===== src/rtl/sync_fifo_param_if.sv =====
// Handshake and status bundle for sync_fifo_param.
// The FIFO connects through the slave modport; the producer/consumer uses the master modport.
interface sync_fifo_param_if #(
    parameter int DATA_WIDTH = 8,
    parameter int ADDR_WIDTH = 4
);
    logic                  w_en;
    logic                  r_en;
    logic [DATA_WIDTH-1:0] data_in;
    logic                  clr_err;
    logic [DATA_WIDTH-1:0] data_out;
    logic                  full;
    logic                  empty;
    logic                  almost_full;
    logic                  almost_empty;
    logic [ADDR_WIDTH:0]   count;
    logic                  overflow;
    logic                  underflow;

    modport master (
        output w_en, r_en, data_in, clr_err,
        input  data_out, full, empty, almost_full, almost_empty, count, overflow, underflow
    );

    modport slave (
        input  w_en, r_en, data_in, clr_err,
        output data_out, full, empty, almost_full, almost_empty, count, overflow, underflow
    );
endinterface


===== src/rtl/sync_fifo_param.sv =====
// Parametrised single-clock FIFO with programmable thresholds, occupancy count,
// sticky overflow/underflow flags and optional first-word-fall-through output.
module sync_fifo_param #(
    parameter int DATA_WIDTH = 8,
    parameter int DEPTH      = 16,
    parameter int ADDR_WIDTH = 4,
    parameter int AF_THRESH  = 14,
    parameter int AE_THRESH  = 2,
    parameter bit FWFT       = 1'b0
) (
    input logic               clk,
    input logic               rst,
    sync_fifo_param_if.slave  bus
);
    localparam logic [ADDR_WIDTH:0] DEPTH_C = (ADDR_WIDTH+1)'(DEPTH);
    localparam logic [ADDR_WIDTH:0] AF_C    = (ADDR_WIDTH+1)'(AF_THRESH);
    localparam logic [ADDR_WIDTH:0] AE_C    = (ADDR_WIDTH+1)'(AE_THRESH);

    logic [DATA_WIDTH-1:0] mem [DEPTH];
    logic [ADDR_WIDTH:0]   wp;
    logic [ADDR_WIDTH:0]   rp;
    logic [ADDR_WIDTH:0]   cnt;
    logic [ADDR_WIDTH:0]   ptr_gap;
    logic                  wr_ok;
    logic                  rd_ok;

    always_comb begin
        bus.full         = (cnt == DEPTH_C);
        bus.empty        = (cnt == '0);
        bus.almost_full  = (cnt >= AF_C);
        bus.almost_empty = (cnt <= AE_C);
        bus.count        = cnt;
        wr_ok            = bus.w_en && !bus.full;
        rd_ok            = bus.r_en && !bus.empty;
        ptr_gap          = wp - rp;
    end

    always_ff @(posedge clk) begin
        if (wr_ok) begin
            mem[wp[ADDR_WIDTH-1:0]] <= bus.data_in;
        end
    end

    always_ff @(posedge clk or posedge rst) begin
        if (rst) begin
            wp            <= '0;
            rp            <= '0;
            cnt           <= '0;
            bus.overflow  <= 1'b0;
            bus.underflow <= 1'b0;
        end else begin
            if (wr_ok) wp <= wp + 1'b1;
            if (rd_ok) rp <= rp + 1'b1;
            case ({wr_ok, rd_ok})
                2'b10:   cnt <= cnt + 1'b1;
                2'b01:   cnt <= cnt - 1'b1;
                default: cnt <= cnt;
            endcase
            // A rejection in the same cycle as clr_err keeps the flag set.
            if (bus.w_en && bus.full) bus.overflow <= 1'b1;
            else if (bus.clr_err)     bus.overflow <= 1'b0;
            if (bus.r_en && bus.empty) bus.underflow <= 1'b1;
            else if (bus.clr_err)      bus.underflow <= 1'b0;
        end
    end

    generate
        if (FWFT) begin : g_fwft
            always_comb begin
                bus.data_out = bus.empty ? '0 : mem[rp[ADDR_WIDTH-1:0]];
            end
        end else begin : g_std
            always_ff @(posedge clk or posedge rst) begin
                if (rst) begin
                    bus.data_out <= '0;
                end else if (rd_ok) begin
                    bus.data_out <= mem[rp[ADDR_WIDTH-1:0]];
                end
            end
        end
    endgenerate

    // Pointer distance must always agree with the registered occupancy.
    a_ptr_count: assert property (@(posedge clk) disable iff (rst) ptr_gap == cnt);
endmodule


===== src/flat_wrapper.sv =====
// flat-port wrapper written by rule: the top's interface ports become plain ports
module sync_fifo_param_flat 
#(
    parameter int DATA_WIDTH = 8,
    parameter int DEPTH      = 16,
    parameter int ADDR_WIDTH = 4,
    parameter int AF_THRESH  = 14,
    parameter int AE_THRESH  = 2,
    parameter bit FWFT       = 1'b0
)
  (clk, rst, bus_w_en, bus_r_en, bus_data_in, bus_clr_err, bus_data_out, bus_full, bus_empty, bus_almost_full, bus_almost_empty, bus_count, bus_overflow, bus_underflow);
  sync_fifo_param_if #(.DATA_WIDTH(DATA_WIDTH), .ADDR_WIDTH(ADDR_WIDTH)) bus_i ();
  input logic clk;
  input logic rst;
  input wire logic [$bits(bus_i.w_en)-1:0] bus_w_en;
  input wire logic [$bits(bus_i.r_en)-1:0] bus_r_en;
  input wire logic [$bits(bus_i.data_in)-1:0] bus_data_in;
  input wire logic [$bits(bus_i.clr_err)-1:0] bus_clr_err;
  output wire logic [$bits(bus_i.data_out)-1:0] bus_data_out;
  output wire logic [$bits(bus_i.full)-1:0] bus_full;
  output wire logic [$bits(bus_i.empty)-1:0] bus_empty;
  output wire logic [$bits(bus_i.almost_full)-1:0] bus_almost_full;
  output wire logic [$bits(bus_i.almost_empty)-1:0] bus_almost_empty;
  output wire logic [$bits(bus_i.count)-1:0] bus_count;
  output wire logic [$bits(bus_i.overflow)-1:0] bus_overflow;
  output wire logic [$bits(bus_i.underflow)-1:0] bus_underflow;
  assign bus_i.w_en = bus_w_en;
  assign bus_i.r_en = bus_r_en;
  assign bus_i.data_in = bus_data_in;
  assign bus_i.clr_err = bus_clr_err;
  assign bus_data_out = bus_i.data_out;
  assign bus_full = bus_i.full;
  assign bus_empty = bus_i.empty;
  assign bus_almost_full = bus_i.almost_full;
  assign bus_almost_empty = bus_i.almost_empty;
  assign bus_count = bus_i.count;
  assign bus_overflow = bus_i.overflow;
  assign bus_underflow = bus_i.underflow;
  sync_fifo_param #(.DATA_WIDTH(DATA_WIDTH), .DEPTH(DEPTH), .ADDR_WIDTH(ADDR_WIDTH), .AF_THRESH(AF_THRESH), .AE_THRESH(AE_THRESH), .FWFT(FWFT)) u_core (.clk(clk), .rst(rst), .bus(bus_i));
endmodule

===== config.mk =====
export PLATFORM = sky130hd
export DESIGN_NAME = sync_fifo_param_flat
export DESIGN_NICKNAME = d
export VERILOG_FILES = /design/src/rtl/sync_fifo_param_if.sv /design/src/rtl/sync_fifo_param.sv /design/src/flat_wrapper.sv
export SDC_FILE = /design/constraint.sdc
export NUM_CORES = 1
export LEC_CHECK = 0
export ABC_AREA = 1
export ABC_CLOCK_PERIOD_IN_PS = 2900
export CORE_AREA = 2 2 114 116
export DETAILED_ROUTE_END_ITERATION = 8
export DIE_AREA = 0 0 116 118
export PLACE_DENSITY = 0.8
export SLEW_MARGIN = 20
export SYNTH_ARGS = -nofsm -noshare
export SYNTH_HDL_FRONTEND = slang
export SYNTH_SLANG_ARGS = --single-unit
export TNS_END_PERCENT = 100

===== constraint.sdc =====
create_clock -name clk -period 2.9 [get_ports clk]
set_clock_uncertainty 0.15 [all_clocks]
set_input_delay 0.58 -clock clk [delete_from_list [all_inputs] [get_ports clk]]
set_output_delay 0.58 -clock clk [all_outputs]
set_load 0.01 [all_outputs]

==> flow_metrics.py <==
metrics = {
    "run_status": {
        "run_status": "finished, final reports clean",
    },
    "clock_network": {
        "cts.path.max_buffers": 2,
        "cts_resized": 0,
        "cts.sink_count": 151,
        "cts_hold_buf": 0,
        "cts_tree": "built",
        "clk_latency_ps": 430,
        "clockRootBuffer": "clkbuf_16",
        "path_clk_slew_ps": 60,
        "postCtsSetupRepairBufs": 0,
        "cts_made_buffers": 17,
        "htree_levels": 4,
    },
    "floorplanning": {
        "boundaryPins": 32,
        "core_um2": 12400,
        "fp.dieH_um": 118,
        "num_rows": 41,
        "die-area_um2": 13700,
        "initial_core_util_pct": 54.3,
        "fp.dieW_um": 116,
    },
    "placed_design": {
        "dp_hpwl_um": 9500,
        "place_congestion": 0.823,
        "place_ws_ps": 119,
        "numPortBuffers": 31,
    },
    "sta": {
        "worstMarginPinSlew_ps": 692,
        "slew_violations": 0,
        "setup_viol": 0,
        "hold_viol_final": 0,
        "finalCriticalPeriod_ps": 2590,
        "finalCritPeriodShare_pct": 89.4,
        "max_freq_mhz": 386,
        "setup_ws_ps": 308,
        "maxSlewHeadroom_pct": 53.7,
        "fin_setup_tns_ps": 0,
        "rsz0062_at_grt": "no",
    },
    "logic_synthesis": {
        "syn_inst": 676,
        "syn_area_um2": 6740,
        "synthFlopType": "edfxtp_1",
        "yosys_warnings": 0,
        "syn-mean-instance-area_um2": 9.96,
        "ys_ff_latch": 151,
        "syn-num-nets": 698,
        "seq_area_frac_synth_pct": 65.6,
        "async_reset_ff_share_pct": 15.2,
        "synth_cell_types": 23,
        "synth_edf_count": 128,
    },
    "routing": {
        "vias": 4720,
        "drt_iter0_drc": 591,
        "wire_per_inst_um": 16.2,
        "drc_errors": 0,
        "viasPerCell": 5.20,
        "antenna_left": 0,
        "drt-pass1-iter-count": 5,
        "wl_um": 14700,
    },
    "grt": {
        "grt_util_all_layers_pct": 23.3,
        "grt_max_degree": 67,
        "antenna_found_initial": 0,
        "grt_pass1_wl_um": 23700,
        "grt-ovfl-total": 0,
        "first_global_vias": 4551,
    },
    "worst_setup_path": {
        "critPathLaunch": "u_core.bus.count[2]",
        "path_class": "flip-flop to output port",
        "rrSetupSlack_ps": 370,
        "required_ps": 2170,
        "cp-end-kind": "output port",
        "path_max_fanout": 6,
        "crit_arrival_ps": 1860,
        "critPathLaunchType": "flip-flop",
        "rr_worst_depth": 14,
        "r2r-start": "u_core.bus.count[2]",
    },
    "layout": {
        "diodes": 0,
        "area_growth_pct": 15.5,
        "drive_gt1_share_pct": 7.21,
        "fin_nets": 744,
    },
    "worst_hold_path": {
        "hold_path_class": "input pin to asynchronous set/reset pin",
    },
    "power_and_ir_drop": {
        "p_leak_nw": 3.47,
        "vdd_drop_max_uv": 547,
        "power_density_nw_per_um2": 968,
    },
    "run": {
        "drv_cap": 0,
    },
}
==> critical path, stage by stage (launching register included) <==
cell             delay, ps
dfrtp_1                470
nor2_2                 180
nand2_1                 70
a21oi_1                150
clkdlybuf4s50_1        560
==> cells in the final DEF (no fill, tap or decap), types with 4 or more instances in the layout <==
cell type        instances
buf_4                   21
clkbuf_1                 5
clkbuf_16               17
clkdlybuf4s50_1         31
clkinv_1                 4
clkinv_2                 5
dfrtp_1                 22
edfxtp_1               128
ha_1                     9
inv_1                  116
nand2_1                224
nand3_1                103
nor2_1                  18
o21ai_0                  5
xor2_1                   9
==> sequential cells by signal, indices dropped and copies added, names as in the netlist <==
register,count
u_core.bus.count,5
u_core.bus.data_out,8
u_core.bus.overflow,1
u_core.bus.underflow,1
u_core.mem,128
u_core.rp,4
u_core.wp,4
==> cell type report <==
cell class,count,area [um2]
sequential,151,4420
inverter,121,454
multi-input combinational,378,1700
fill,960,4630
clock inverter,10,56.3
timing repair buffer,53,488
clock buffer,22,444
tap,172,215
==> path summary, 6_finish.rpt <==
kind                                           to
setup / recovery                 bus_almost_empty
hold / removal               u_core.bus.underflow
setup reg to reg              u_core.bus.count[4]
hold reg to reg            u_core.bus.data_out[2]
max in group asynchronous            u_core.wp[2]
min in group clk           u_core.bus.data_out[2]
==> kinds of logic after synthesis <==
group,count (synthesis),share of synthesized area (%)
and+or+nand+nor,349,21.5
DFF,151,65.6
buffers and inverters,147,9.08
AOI/OAI and AO/OA,10,0.817
xor gates and xnor gates,10,1.30
adders and majority gates,9,1.67
==> stage by stage <==
stage               hold slack, ps  cells  area, um2  util [%]  power [mW]
global placement               326    875       7280      58.7        5.49
floorplan                      351    676       6740         -        4.72
CTS                            353    907       7780      62.7        7.52
finish                         345    907       7780      62.7        7.53
global route                   386    907       7780      62.7        7.95
detailed placement             324    875       7280      58.7        5.62
==> power breakdown <==
group	total, mW	internal [mW]	leakage, nW	switching, mW
Clock	1.89	1.08	0.243	0.809
Combinational	2.71	0.927	1.79	1.79
Sequential	2.93	2.71	1.44	0.225
==> routing by layer <==
| layer | wire length, um | part of all wire (%) | up-vias | GRT usage (%) |
|---|---|---|---|---|
| met1 | 6020 | 41 | 2225 | 30.9 |
| met4 | 415 | 2.8 | 0 | 9.30 |
| met5 | 0 | 0 | - | 0 |
| met2 | 7250 | 49 | 212 | 37.1 |
| li1 | - | - | 2247 | - |
| met3 | 1020 | 7.0 | 36 | 5.36 |
==> cells in the mapped netlist (2+ instances only) <==
cell / count / area share, %
a21oi_1: 2 / 0.15
buf_2: 15 / 1.1
buf_4: 7 / 0.78
buf_6: 2 / 0.33
clkbuf_1: 2 / 0.11
clkinv_1: 2 / 0.11
dfrtp_1: 23 / 8.5
edfxtp_1: 128 / 57
ha_1: 9 / 1.7
inv_1: 116 / 6.5
inv_2: 3 / 0.17
nand2_1: 224 / 12
nand3_1: 103 / 7.7
nand4_1: 2 / 0.19
nor2_1: 18 / 1.0
o21ai_0: 5 / 0.37
xor2_1: 9 / 1.2
(Power assumes the default switching activity.)
